`config.mk`:
```
export PLATFORM = sky130hd
export DESIGN_NAME = pong_game_ctrl
export DESIGN_NICKNAME = d
export VERILOG_FILES = /design/src/rtl/pong_game_ctrl.sv
export SDC_FILE = /design/constraint.sdc
export NUM_CORES = 1
export LEC_CHECK = 0
export ABC_CLOCK_PERIOD_IN_PS = 8300
export CAP_MARGIN = 20
export CORE_ASPECT_RATIO = 0.5
export CORE_UTILIZATION = 40
export DETAILED_ROUTE_END_ITERATION = 10
export SYNTH_ARGS = -nofsm -noshare
export SYNTH_HDL_FRONTEND = slang
export SYNTH_SLANG_ARGS = --single-unit
```
`constraint.sdc`:
```
create_clock -name CLK40MHZ -period 8.3 [get_ports CLK40MHZ]
set_input_delay 0.83 -clock CLK40MHZ [delete_from_list [all_inputs] [get_ports CLK40MHZ]]
set_output_delay 0.83 -clock CLK40MHZ [all_outputs]
set_load 0.005 [all_outputs]
```
`src/rtl/pong_game_ctrl.sv`:
```
// rtl/pong_game_ctrl.sv - frame-synchronous pong ball, paddle, score and serve/play/point/over sequencing
module pong_game_ctrl #(
  parameter int H_ACTIVE      = 800,
  parameter int V_ACTIVE      = 600,
  parameter int PADDLE_H      = 80,
  parameter int PADDLE_W      = 10,
  parameter int PADDLE_MARGIN = 16,
  parameter int PADDLE_STEP   = 4,
  parameter int BALL_SIZE     = 8,
  parameter int BALL_SPEED    = 2,
  parameter int WIN_SCORE     = 9,
  parameter int SERVE_FRAMES  = 60
) (
  input  logic        CLK40MHZ,
  input  logic        rst_n,
  input  logic [11:0] Hindex,
  input  logic [11:0] Vindex,
  input  logic        btnU,
  input  logic        btnD,
  input  logic        btnL,
  input  logic        btnR,
  output logic [11:0] ball_x,
  output logic [11:0] ball_y,
  output logic [11:0] paddle_l_y,
  output logic [11:0] paddle_r_y,
  output logic [3:0]  score_l,
  output logic [3:0]  score_r,
  output logic [1:0]  game_state,
  output logic        frame_tick
);
  localparam logic [11:0] HA   = 12'(H_ACTIVE);
  localparam logic [11:0] VA   = 12'(V_ACTIVE);
  localparam logic [11:0] PH   = 12'(PADDLE_H);
  localparam logic [11:0] STEP = 12'(PADDLE_STEP);
  localparam logic [11:0] BSZ  = 12'(BALL_SIZE);
  localparam logic [11:0] SPD  = 12'(BALL_SPEED);
  localparam logic [11:0] LX   = 12'(PADDLE_MARGIN + PADDLE_W);
  localparam logic [11:0] RX   = 12'(H_ACTIVE - PADDLE_MARGIN - PADDLE_W);
  localparam logic [11:0] PMAX = 12'(V_ACTIVE - PADDLE_H);
  localparam logic [11:0] BX0  = 12'((H_ACTIVE - BALL_SIZE) / 2);
  localparam logic [11:0] BY0  = 12'((V_ACTIVE - BALL_SIZE) / 2);
  localparam logic [11:0] PY0  = 12'((V_ACTIVE - PADDLE_H) / 2);
  localparam logic [3:0]  WIN  = 4'(WIN_SCORE);
  localparam int          CW   = $clog2(SERVE_FRAMES + 1);
  localparam logic [CW-1:0] SERVE_LAST = CW'(SERVE_FRAMES - 1);

  typedef enum logic [1:0] {SERVE = 2'd0, PLAY = 2'd1, POINT = 2'd2, OVER = 2'd3} state_t;

  state_t        state, state_nxt;
  logic [3:0]    btn_meta, btn_sync;
  logic          up_l, dn_l, up_r, dn_r;
  logic          dx_right, dy_down, scorer_left, armed;
  logic [CW-1:0] serve_cnt, cnt_nxt;
  logic [11:0]   bx_nxt, by_nxt, pl_nxt, pr_nxt;
  logic [3:0]    sl_nxt, sr_nxt, sl_inc, sr_inc;
  logic          dx_nxt, dy_nxt, scorer_nxt, armed_nxt;
  logic          ovl_l, ovl_r;

  assign {up_l, dn_l, up_r, dn_r} = btn_sync;
  assign game_state = state;
  assign sl_inc = score_l + 4'd1;
  assign sr_inc = score_r + 4'd1;
  // Overlap deliberately uses the paddle positions from before this tick's move
  assign ovl_l = (ball_y + BSZ > paddle_l_y) && (ball_y < paddle_l_y + PH);
  assign ovl_r = (ball_y + BSZ > paddle_r_y) && (ball_y < paddle_r_y + PH);

  function automatic logic [11:0] step_paddle(input logic [11:0] y, input logic up, input logic dn);
    logic [11:0] r;
    r = y;
    if (up && !dn)      r = (y <= STEP) ? 12'd0 : y - STEP;
    else if (dn && !up) r = (y + STEP >= PMAX) ? PMAX : y + STEP;
    return r;
  endfunction

  always_ff @(posedge CLK40MHZ or negedge rst_n) begin
    if (!rst_n) begin
      btn_meta   <= '0;
      btn_sync   <= '0;
      frame_tick <= 1'b0;
    end else begin
      btn_meta   <= {btnU, btnD, btnL, btnR};
      btn_sync   <= btn_meta;
      frame_tick <= (Hindex == 12'd0) && (Vindex == VA);
    end
  end

  always_ff @(posedge CLK40MHZ or negedge rst_n) begin
    if (!rst_n) begin
      state       <= SERVE;
      ball_x      <= BX0;
      ball_y      <= BY0;
      dx_right    <= 1'b1;
      dy_down     <= 1'b1;
      paddle_l_y  <= PY0;
      paddle_r_y  <= PY0;
      score_l     <= '0;
      score_r     <= '0;
      serve_cnt   <= '0;
      armed       <= 1'b0;
      scorer_left <= 1'b0;
    end else if (frame_tick) begin
      state       <= state_nxt;
      ball_x      <= bx_nxt;
      ball_y      <= by_nxt;
      dx_right    <= dx_nxt;
      dy_down     <= dy_nxt;
      paddle_l_y  <= pl_nxt;
      paddle_r_y  <= pr_nxt;
      score_l     <= sl_nxt;
      score_r     <= sr_nxt;
      serve_cnt   <= cnt_nxt;
      armed       <= armed_nxt;
      scorer_left <= scorer_nxt;
    end
  end

  always_comb begin
    state_nxt  = state;
    bx_nxt     = ball_x;
    by_nxt     = ball_y;
    dx_nxt     = dx_right;
    dy_nxt     = dy_down;
    pl_nxt     = paddle_l_y;
    pr_nxt     = paddle_r_y;
    sl_nxt     = score_l;
    sr_nxt     = score_r;
    cnt_nxt    = serve_cnt;
    armed_nxt  = armed;
    scorer_nxt = scorer_left;

    if (state == SERVE || state == PLAY) begin
      pl_nxt = step_paddle(paddle_l_y, up_l, dn_l);
      pr_nxt = step_paddle(paddle_r_y, up_r, dn_r);
    end

    case (state)
      SERVE: begin
        bx_nxt = BX0;
        by_nxt = BY0;
        if (serve_cnt == SERVE_LAST) begin
          state_nxt = PLAY;
          cnt_nxt   = '0;
        end else begin
          cnt_nxt = serve_cnt + CW'(1);
        end
      end
      PLAY: begin
        if (!dy_down) begin
          if (ball_y <= SPD) begin
            by_nxt = 12'd0;
            dy_nxt = 1'b1;
          end else begin
            by_nxt = ball_y - SPD;
          end
        end else if (ball_y + BSZ + SPD >= VA) begin
          by_nxt = VA - BSZ;
          dy_nxt = 1'b0;
        end else begin
          by_nxt = ball_y + SPD;
        end

        // A ball already past a paddle face keeps going until it reaches the edge
        if (!dx_right) begin
          if (ball_x >= LX && ball_x <= LX + SPD && ovl_l) begin
            bx_nxt = LX;
            dx_nxt = 1'b1;
          end else if (ball_x <= SPD) begin
            bx_nxt     = 12'd0;
            scorer_nxt = 1'b0;
            state_nxt  = POINT;
          end else begin
            bx_nxt = ball_x - SPD;
          end
        end else begin
          if (ball_x + BSZ <= RX && ball_x + BSZ + SPD >= RX && ovl_r) begin
            bx_nxt = RX - BSZ;
            dx_nxt = 1'b0;
          end else if (ball_x + BSZ + SPD >= HA) begin
            bx_nxt     = HA - BSZ;
            scorer_nxt = 1'b1;
            state_nxt  = POINT;
          end else begin
            bx_nxt = ball_x + SPD;
          end
        end
      end
      POINT: begin
        if (scorer_left) sl_nxt = sl_inc;
        else             sr_nxt = sr_inc;
        if ((scorer_left ? sl_inc : sr_inc) == WIN) begin
          state_nxt = OVER;
        end else begin
          state_nxt = SERVE;
          bx_nxt    = BX0;
          by_nxt    = BY0;
          dx_nxt    = scorer_left;
          cnt_nxt   = '0;
        end
      end
      OVER: begin
        if (btn_sync == 4'b0000) begin
          armed_nxt = 1'b1;
        end else if (armed) begin
          armed_nxt = 1'b0;
          sl_nxt    = '0;
          sr_nxt    = '0;
          bx_nxt    = BX0;
          by_nxt    = BY0;
          pl_nxt    = PY0;
          pr_nxt    = PY0;
          cnt_nxt   = '0;
          state_nxt = SERVE;
        end
      end
      default: ;
    endcase
  end
endmodule

```
==> flow_metrics.py <==
metrics = {
    "pwr": {
        "powerDensity_mw_per_mm2": 94.14,
        "p_switching_mw": 0.1962,
        "pwr-share-comb": 0.039,
        "swShare": 0.2292,
        "p_int_mw": 0.6599,
        "ir_drop_uv": 94.44,
        "clkPwrFrac": 0.527,
        "seq_power_share": 0.435,
        "power.leakage_nw": 3.635,
    },
    "sta": {
        "finalCritPeriodShare": 0.5283,
        "final.setup.tns_ns": 0,
        "hold_viol_final": 0,
        "drv_slew": 0,
        "rsz0062_at_grt": "false",
        "fmaxAchievable_ghz": 0.2281,
        "tightest_slew_ns": 0.9534,
        "max_slew_margin": 0.3595,
        "fin_skew_ns": 0.01081,
        "finalSetupViolations": 0,
        "fin_crit_ns": 4.385,
    },
    "worst_setup_path": {
        "critPathSlowestCell": "dfstp_2",
        "cp-start-kind": "register",
        "end_kind": "register",
        "crit_fanout": 18,
        "required_ns": 8.52,
        "slowest_delay_ns": 0.73,
        "critPathBufInv": 0,
        "crit_chain": "ha_1, nand3_1, nor2_1, nand3_1, xnor2_1, ha_1, nand4_1, nor4_1, nor4_1, a31oi_1, a22o_1, nand2_1, a211o_1",
        "critPathArrivalTime_ns": 4.61,
        "criticalPathCategory": "reg -> reg",
        "path_delay_family": "simple AND/OR/NAND/NOR gates",
    },
    "yosys": {
        "async_reset_ff_frac": 1.000,
        "synth_compound_area_frac": 0.2699,
        "ys_seq_area_frac": 0.2428,
        "synthAdderAreaFrac": 0.1123,
        "synth_warnings": 0,
        "synth.area.top_cells": "dfrtp_1 (20%), ha_1 (11%), o21ai_0 (5.1%), nand2_1 (4.6%), dfstp_2 (4.4%)",
        "avgSynthCellArea_um2": 7.697,
        "synthSimpleGateAreaFrac": 0.2474,
        "synth_top_area_cell": "dfrtp_1",
        "syn_area_mm2": 0.007797,
        "synth-edff-count": 0,
        "synth-main-ff-cell": "dfrtp_1",
        "synth_top_family_by_area": "compound AO/OA/AOI/OAI gates",
        "synth.mux.area_fraction": 0.005616,
        "netlist_instances": 1013,
        "synth_top_area_frac": 0.1990,
        "ys_ff_latch": 75,
        "synth_xor_area_frac": 0.05953,
        "synth.distinct_cells": 86,
    },
    "route": {
        "wire_per_inst_um": 18.59,
        "drtIter0Drc": 746,
        "avgViaCountPerCell": 6.149,
        "routed_wl_mm": 24.45,
        "ant_nets": 0,
        "drc": 0,
        "route.vias.total": 8086,
        "drt_pre_antenna_iters": 6,
    },
    "global_routing": {
        "grt.total_usage": 0.2497,
        "grt_overflow": 0,
        "grt_pass1_wl_mm": 39.78,
        "first_global_vias": 7575,
        "antenna_found_initial": 0,
        "grt_max_degree": 76,
    },
    "clock_tree": {
        "htree_levels": 3,
        "cts_buffers": 9,
        "clock_tree.root_cell": "clkbuf_16",
        "clkLatencyLatePin_ns": 0.34,
        "cts_sinks": 75,
        "cts_hold_buf": 0,
        "clk_pin_slew_ns": 0.07,
        "cts_tree": "done",
        "cts_repair_resize_count": 0,
        "clockBufferDepth": 2,
        "cts_setup_buffers": 0,
    },
    "floorplan": {
        "core-area_mm2": 0.01874,
        "ioPinCount": 89,
        "die_area_mm2": 0.02009,
        "chipHeight_um": 100.7,
        "die_w_um": 199.5,
        "placementRows": 35,
        "start_util": 0.4160,
    },
    "layout": {
        "fin_area_mm2": 0.009095,
        "fin_cells": 1315,
        "diodes": 0,
        "layout.nets": 1151,
        "nFillCells": 1877,
        "area_growth_pct": 16.64,
        "drive_gt1_frac": 0.05114,
    },
    "placement": {
        "io_buffers": 86,
        "dpl.hpwl_mm": 17.97,
        "gp_congestion": 0.9170,
        "post_dp_cell_area_mm2": 0.008733,
        "dp.cells": 1298,
    },
    "hold_path": {
        "hp-class": "reg -> reg",
    },
    "outcome": {
        "status": "complete, no violations",
    },
    "job": {
        "cap_violations": 0,
    },
}
-- layer usage --
metal	part of all wire	track usage	up-vias
met5	0	0	-
met2	0.44	0.3932	356
li1	-	-	3839
met4	0.015	0.05813	0
met1	0.47	0.3614	3856
met3	0.076	0.03346	35
-- metrics by stage --
step	util	worst slack (ns)	total power, mW	hold slack [ns]
3_3_place_gp	0.4660	4.109	0.4102	0.3331
3_5_place_dp	0.4660	3.888	0.4107	0.3347
2_1_floorplan	-	4.674	0.3872	0.3312
5_1_grt	0.4852	3.439	0.8838	0.3607
4_1_cts	0.4838	3.880	0.8678	0.3507
6_report	0.4852	3.915	0.8562	0.3501
-- state kept, by name, indices dropped and copies added, names as in the netlist, 4 cells and up --
signal and flops:
serve_cnt 6, ball_x 11, ball_y 11, paddle_r_y 12, btn_sync 4, score_r 4, paddle_l_y 12, btn_meta 4
score_l 4
-- power groups by stage --
| stage | clock network, mW | logic [mW] | registers, mW |
|---|---|---|---|
| after floorplan | 0 | 0.0118 | 0.375 |
| after global placement | 0 | 0.0316 | 0.379 |
| after detailed placement | 0 | 0.0321 | 0.379 |
| after CTS | 0.464 | 0.0322 | 0.372 |
| after global routing | 0.474 | 0.0372 | 0.372 |
| final | 0.451 | 0.0333 | 0.372 |
-- area by class of cell --
class | count | area (µm²) | share of cell area
inverters | 56 | 210.2 | 0.02311
repair buffers | 90 | 908.4 | 0.09988
well taps | 259 | 324.1 | 0.03563
clock inverters | 6 | 95.09 | 0.01046
clock buffers | 10 | 239.0 | 0.02628
multi-input cells | 819 | 5425 | 0.5965
flip-flops and latches | 75 | 1893 | 0.2081
-- Yosys cell counts (all sizes together) (7+ instances only) --
cell,count
nor3b,7
o31ai,13
o22ai,7
a22oi,9
buf,16
a31oi,23
o21a,7
nor3,34
nor2,73
ha,70
nand3,39
o2bb2ai,7
and3,12
xor2,22
and2,7
a21o,13
xnor2,31
a21oi,67
nand2b,13
nor2b,9
nand2,95
nand4,20
dfrtp,62
clkbuf,48
or3,14
o21ai,81
nor4,20
a21boi,7
inv,55
a211oi,9
or4,9
dfstp,13
-- worst paths after layout --
check | startpoint | endpoint | slack (ns) | depth (start not counted)
max in group asynchronous | rst_n | ball_x[3] | 7.22 | 2
max | ball_y[3] | game_state[0] | 3.92 | 13
min in group asynchronous | rst_n | btn_sync[2] | 0.43 | 1
min | btn_meta[2] | btn_sync[2] | 0.35 | 0
max reg2reg | ball_y[3] | game_state[0] | 3.92 | 13
min reg2reg | btn_meta[2] | btn_sync[2] | 0.35 | 0
-- cell families (layout without fill, tap and decap cells) --
kind of cell             count (synthesis)  after routing
XOR/XNOR                                53             53
adder cells (fa/ha/maj)                 70             70
flip-flops                              75             75
AND/OR/NAND/NOR                        375            375
multiplexers                             3              3
buffers and inverters                  120            162
other                                    1              2
AO/OA/AOI/OAI                          316            316
-- cells in the final DEF, fill, tap and decap left out, types with 22 or more instances in the layout --
master           count
nand2_1             95
clkdlybuf4s50_1     85
o21ai_0             79
nor2_1              73
ha_1                70
a21oi_1             67
dfrtp_1             62
inv_1               55
nand3_1             37
nor3_1              34
xnor2_1             31
a31oi_1             23
xor2_1              22
Power figures use the tool's default switching activity.
==> variant 1, RTL diff (config.mk and constraints unchanged) <==
Compare `serve_cnt` against `SERVE_LAST` with >= in place of ==.
--- a/src/rtl/pong_game_ctrl.sv
+++ b/src/rtl/pong_game_ctrl.sv
@@ -137,7 +137,7 @@
       SERVE: begin
         bx_nxt = BX0;
         by_nxt = BY0;
-        if (serve_cnt == SERVE_LAST) begin
+        if (serve_cnt >= SERVE_LAST) begin
           state_nxt = PLAY;
           cnt_nxt   = '0;
         end else begin
Function: no difference found for any inputs over 4 cycles, from zero or initial values and one cycle with rst_n low; that may be too few to reach the edited logic, so the function may still have changed.
==> variant 1 against the original RTL <==
  * Total power is 6.0% lower
  * Cell area fell by 4.0%
  * Area after synthesis is 3.9% lower
  * Worst setup slack gained 0.23 ns
  * Wire length is 7.4% lower
  * Global-route usage shrank 0.82 points
  * Sequential cell count is the same
  * Sequential power about the same
  * Highest routed layer unchanged
==> variant 1: results (changes against the original RTL) <==
run status -> finished clean
cell family contributing the most delay on the critical path -> compound AO/OA/AOI/OAI gates
syn avg cell area -> 7.77 um2 (+0.88%)
share of cells above drive strength 1 -> 0.0612 (+0.0101)
root buffer cell -> clkbuf_16
quantity of I/O buffers inserted on ports -> 86 (unchanged)
Layout Nets -> 1108 (-3.7%)
CTS resizes -> 0 (unchanged)
Least-Margin Pin Slew -> 0.758 ns (-0.195 ns)
first-pass GRT wire length -> 37300 um (-6.1%)
DR vias/cell -> 6.04 (-1.7%)
Post-CTS Setup Bufs -> 0 (unchanged)
antenna violations before repair -> 0 (unchanged)
yosys warns -> 0 (unchanged)
top layer in use -> met4
Synth area leaders -> dfrtp_1 (21%), ha_1 (12%), o21ai_0 (6.0%), dfstp_2 (4.6%), a21oi_1 (4.5%)
Placed Area -> 8410 um2 (-3.7%)
post-DR wirelength/cell -> 18.2 um (-2.3%)
Final HPWL DP -> 16600 um (-7.7%)
WHS Path Cells -> 0 (unchanged)
peak supply drop -> 84.2 uV (-11%)
H-tree levels -> 3 (unchanged)
Final Wtd Congestion -> 0.952 (+3.8%)
Met3 Wirelength -> 1600 um (-14%)
Leak -> 0.00358 uW (-1.5%)
diode count -> 0 (unchanged)
DRT Pass-1 Iters -> 5 (-1)
Met2 Wirelength -> 9610 um (-9.9%)
critical path peak fanout -> 13 (-5)
Longest Clk Path Bufs -> 2 (unchanged)
Switch Pwr -> 180 uW (-8.4%)
Via Count -> 7534 (-6.8%)
max incr delay on CP -> 0.70 ns (-0.03 ns)
CP max stage cell -> dfstp_2
commonest cells in the netlist -> o21ai_0 (90), nand2_1 (81), nor2_1 (81)
dominant synthesized flop cell -> dfrtp_1
Starting DRT DRC Count -> 666 (-11%)
Synth cell types -> 89 (+3.5%)
pre-CTS setup slack -> 4.26 ns (+0.375 ns)
DP Cell Count -> 1230 (-5.2%)
Seq/Total Area, Yosys -> 0.253 (+0.00985)
M1 WL -> 11100 um (-4.0%)
GR Util All Layers -> 0.242 (-0.00823)
worst clock skew -> 0.00784 ns (-0.00297 ns)
number of global-route vias before repair -> 7186 (-5.1%)
## variant 1: cell types whose count changed after synthesis, sizes merged, moves of 5 or more
cell / change
a21boi: -6
a221o: -5
nand2: -13
nand3: -9
nor2: +8
nor4: -5
o21ai: +14
o2bb2ai: -5
or3: -5
or4: -6
## variant 1: path summary, 6_finish.rpt
path | start | endpoint | slack (ns)
max | ball_y[3]$_DFFE_PN1P_ | ball_x[1]$_DFFE_PN0P_ | 4.14
min in group asynchronous | rst_n | ball_x[11]$_DFFE_PN0P_ | 0.43
min | btn_meta[1]$_DFF_PN0_ | btn_sync[1]$_DFF_PN0_ | 0.35
max reg2reg | ball_y[3]$_DFFE_PN1P_ | ball_x[1]$_DFFE_PN0P_ | 4.14
max in group asynchronous | rst_n | paddle_l_y[8]$_DFFE_PN1P_ | 7.20
min reg2reg | btn_meta[1]$_DFF_PN0_ | btn_sync[1]$_DFF_PN0_ | 0.35
## variant 1: cell families (layout without fill, tap and decap cells)
group	count (synthesis)	after routing	synth area share
flip-flops	75	75	0.253
XOR/XNOR	56	56	0.0655
adder cells (fa/ha/maj)	70	70	0.117
buffers and inverters	114	161	0.0629
other	1	2	0.000500
multiplexers	5	5	0.00735
AND/OR/NAND/NOR	342	342	0.233
AO/OA/AOI/OAI	302	302	0.261
## variant 1: area by class of cell
type	count	area (um2)
clock buffers	11	243
multi-input cells	777	5130
inverters	54	203
well taps	234	293
repair buffers	91	916
fillers	1725	9090
flip-flops and latches	75	1890
clock inverters	5	53.8
## variant 1: per-stage QoR
stage	hold slack (ns)	util	total power (uW)
3_5_place_dp	0.335	0.472	411
5_1_grt	0.364	0.490	836
2_1_floorplan	0.331	-	388
3_3_place_gp	0.338	0.472	411
6_report	0.347	0.490	805
4_1_cts	0.349	0.488	816
## variant 1: per-layer routing
metal / GRT usage / vias up
met4: 0.0763 / 0
met3: 0.0520 / 36
met1: 0.342 / 3575
met5: 0 / -
li1: - / 3632
met2: 0.366 / 291
## variant 1: power by group through the flow
stage	Combinational [uW]	Clock, uW	Sequential, uW
after floorplan	12.9	0	375
after global placement	33.3	0	378
after detailed placement	33.4	0	378
after CTS	33.7	410	371
after global routing	38.6	425	372
final	34.8	399	372
==> variant 2, RTL diff (same flow settings) <==
Made on the original files. `PADDLE_MARGIN`: 16 -> 8.
--- a/src/rtl/pong_game_ctrl.sv
+++ b/src/rtl/pong_game_ctrl.sv
@@ -4,7 +4,7 @@
   parameter int V_ACTIVE      = 600,
   parameter int PADDLE_H      = 80,
   parameter int PADDLE_W      = 10,
-  parameter int PADDLE_MARGIN = 16,
+  parameter int PADDLE_MARGIN = 8,
   parameter int PADDLE_STEP   = 4,
   parameter int BALL_SIZE     = 8,
   parameter int BALL_SPEED    = 2,
Check against the original RTL: same outputs for any inputs over 4 cycles, from zero or initial values and one cycle with rst_n low; that may be too few to reach the edited logic, so the function may still have changed.
==> variant 2 against the original RTL <==
  * Total power shrank 3.4%
  * Worst setup slack lost 0.14 ns
  * First-iteration DRC count shrank 19%
  * Sequential cell count is the same
  * Cell area shrank 1.2%
  * Clock power shrank 6.4%
  * Wire length shrank 1.8%
  * Area after synthesis shrank 1.4%
  * Critical endpoint is now ball_x[3]$_DFFE_PN1P_
  * Largest cell class unchanged
==> variant 2: results (changes against the original RTL) <==
antenna violations before repair -> 0 (unchanged)
biggest regs -> paddle_l_y (12), paddle_r_y (12)
run status -> finished clean
root buffer cell -> clkbuf_16
multiplexer share of the synthesized area -> 0.00700 (+0.00138)
Layout Nets -> 1136 (-1.3%)
Least-Margin Pin Slew -> 0.850 ns (-0.103 ns)
commonest cells in the netlist -> nand2_1 (97), o21ai_0 (80), ha_1 (69)
largest net degree at the start of global routing -> 75 (-1.3%)
met1 Use GR -> 0.355 (-0.00643)
post-synthesis compound-gate area fraction -> 0.273 (+0.00284)
post-synth top area share -> 0.202 (+0.00282)
Post-CTS Setup Bufs -> 0 (unchanged)
syn avg cell area -> 7.73 um2 (+0.39%)
adder-cell share of the synthesized area -> 0.112 (about the same)
TritonCTS Buffers -> 9 (unchanged)
DRT Pass-1 Iters -> 5 (-1)
peak supply drop -> 68.5 uV (-27%)
reg2reg setup slack -> 3.77 ns (-0.14 ns)
critical path arrival -> 4.81 ns (+0.20 ns)
non-filler cells, final -> 1301 (-1.1%)
worst clock skew -> 0.0120 ns (+0.00122 ns)
worst skew pair latency -> 0.35 ns
Synth area leaders -> dfrtp_1 (20%), ha_1 (11%), o21ai_0 (5.2%), nand2_1 (4.7%), dfstp_2 (4.4%)
Async SR Flop Fraction -> 1.00 (unchanged)
number of global-route vias before repair -> 7253 (-4.3%)
number of enable flip-flop cells after synthesis -> 0 (unchanged)
first-pass GRT wire length -> 38500 um (-3.1%)
Placed Area -> 8650 um2 (-0.93%)
worst hold path type -> in2async
met2 GRT Util -> 0.372 (-0.0216)
Leak -> 0.00354 uW (-2.6%)
share of cells above drive strength 1 -> 0.0547 (+0.00357)
Final Wtd Congestion -> 0.926 (+0.94%)
dominant synthesized flop cell -> dfrtp_1
post-DR wirelength/cell -> 18.4 um (-0.76%)
met3 Usage GRT -> 0.0380 (+0.00451)
Seq/Total Area, Yosys -> 0.246 (+0.00344)
Synth cell types -> 87 (+1.2%)
quantity of I/O buffers inserted on ports -> 86 (unchanged)
Fillers -> 1854 (-1.2%)
Post-Synth XOR/XNOR Area -> 0.0644 (+0.00491)
worst r2r path cells -> 14 (+1)
Starting DRT DRC Count -> 606 (-19%)
Via Count -> 7745 (-4.2%)
GR Util All Layers -> 0.244 (-0.00564)
R2R Path End -> ball_x[3]$_DFFE_PN1P_
critical path peak fanout -> 15 (-3)
CTS resizes -> 0 (unchanged)
FF-to-FF Start -> ball_y[3]$_DFFE_PN1P_
Final HPWL DP -> 17300 um (-3.7%)
==> variant 2: kinds of logic (layout without fill, tap and decap cells) <==
family,count (synthesis),after routing
other,1,2
XOR/XNOR,55,55
AO/OA/AOI/OAI,311,311
buffers and inverters,120,166
adder cells (fa/ha/maj),69,69
flip-flops,75,75
AND/OR/NAND/NOR,359,359
multiplexers,5,5
==> variant 2: cell type report <==
class	instances	area, um2	area share
Clock inverter	7	80.1	0.00891
Timing Repair Buffer	94	936	0.104
Multi-Input combinational cell	801	5320	0.592
Tap cell	259	324	0.0360
Inverter	56	210	0.0234
Sequential cell	75	1890	0.211
Clock buffer	9	225	0.0251
==> variant 2: where the power goes <==
part | switching [uW] | total (uW) | internal (uW)
Sequential | 4.32 | 372 | 368
Combinational | 16.5 | 33.9 | 17.4
Clock | 183 | 422 | 238
Total | 204 | 827 | 623
==> variant 2: metrics by stage <==
| step | total power, uW | hold WS, ns | utilization | setup WS, ns |
|---|---|---|---|---|
| after floorplan | 387 | 0.331 | - | 4.80 |
| after global placement | 411 | 0.336 | 0.465 | 4.12 |
| after detailed placement | 411 | 0.335 | 0.465 | 3.87 |
| after CTS | 834 | 0.240 | 0.481 | 3.86 |
| after global routing | 850 | 0.241 | 0.483 | 3.52 |
| final | 827 | 0.244 | 0.483 | 3.77 |
==> variant 2: how the worst max path moves through the flow <==
stage                           from               endpoint  slack [ns]  cells past startpoint
2_1_floorplan  ball_y[3]$_DFFE_PN1P_  ball_x[3]$_DFFE_PN1P_        4.80                     15
3_5_place_dp   ball_y[3]$_DFFE_PN1P_  ball_x[3]$_DFFE_PN1P_        3.87                     14
6_report       ball_y[3]$_DFFE_PN1P_  ball_x[3]$_DFFE_PN1P_        3.77                     14
4_1_cts        ball_y[3]$_DFFE_PN1P_  ball_x[3]$_DFFE_PN1P_        3.86                     14
5_1_grt        ball_y[3]$_DFFE_PN1P_  ball_x[3]$_DFFE_PN1P_        3.52                     14
3_3_place_gp   ball_y[3]$_DFFE_PN1P_  ball_x[3]$_DFFE_PN1P_        4.12                     13
==> variant 2: worst max-delay path, stage by stage (launching register included) <==
cell	delay (ns)
dfstp_2	0.70
ha_1	0.39
nand3_1	0.21
nor3_1	0.31
xnor2_1	0.21
inv_1	0.12
ha_1	0.32
and4_1	0.18
and3_1	0.21
o21ai_0	0.11
o2111ai_1	0.32
a311oi_2	0.77
a21oi_1	0.16
a31o_2	0.27
a22oi_1	0.17
==> variant 2: per-layer routing <==
layer	wire (um)	vias to the layer above
met5	0	-
met2	10200	293
met4	378	0
met1	11600	3652
met3	1740	39
li1	-	3761
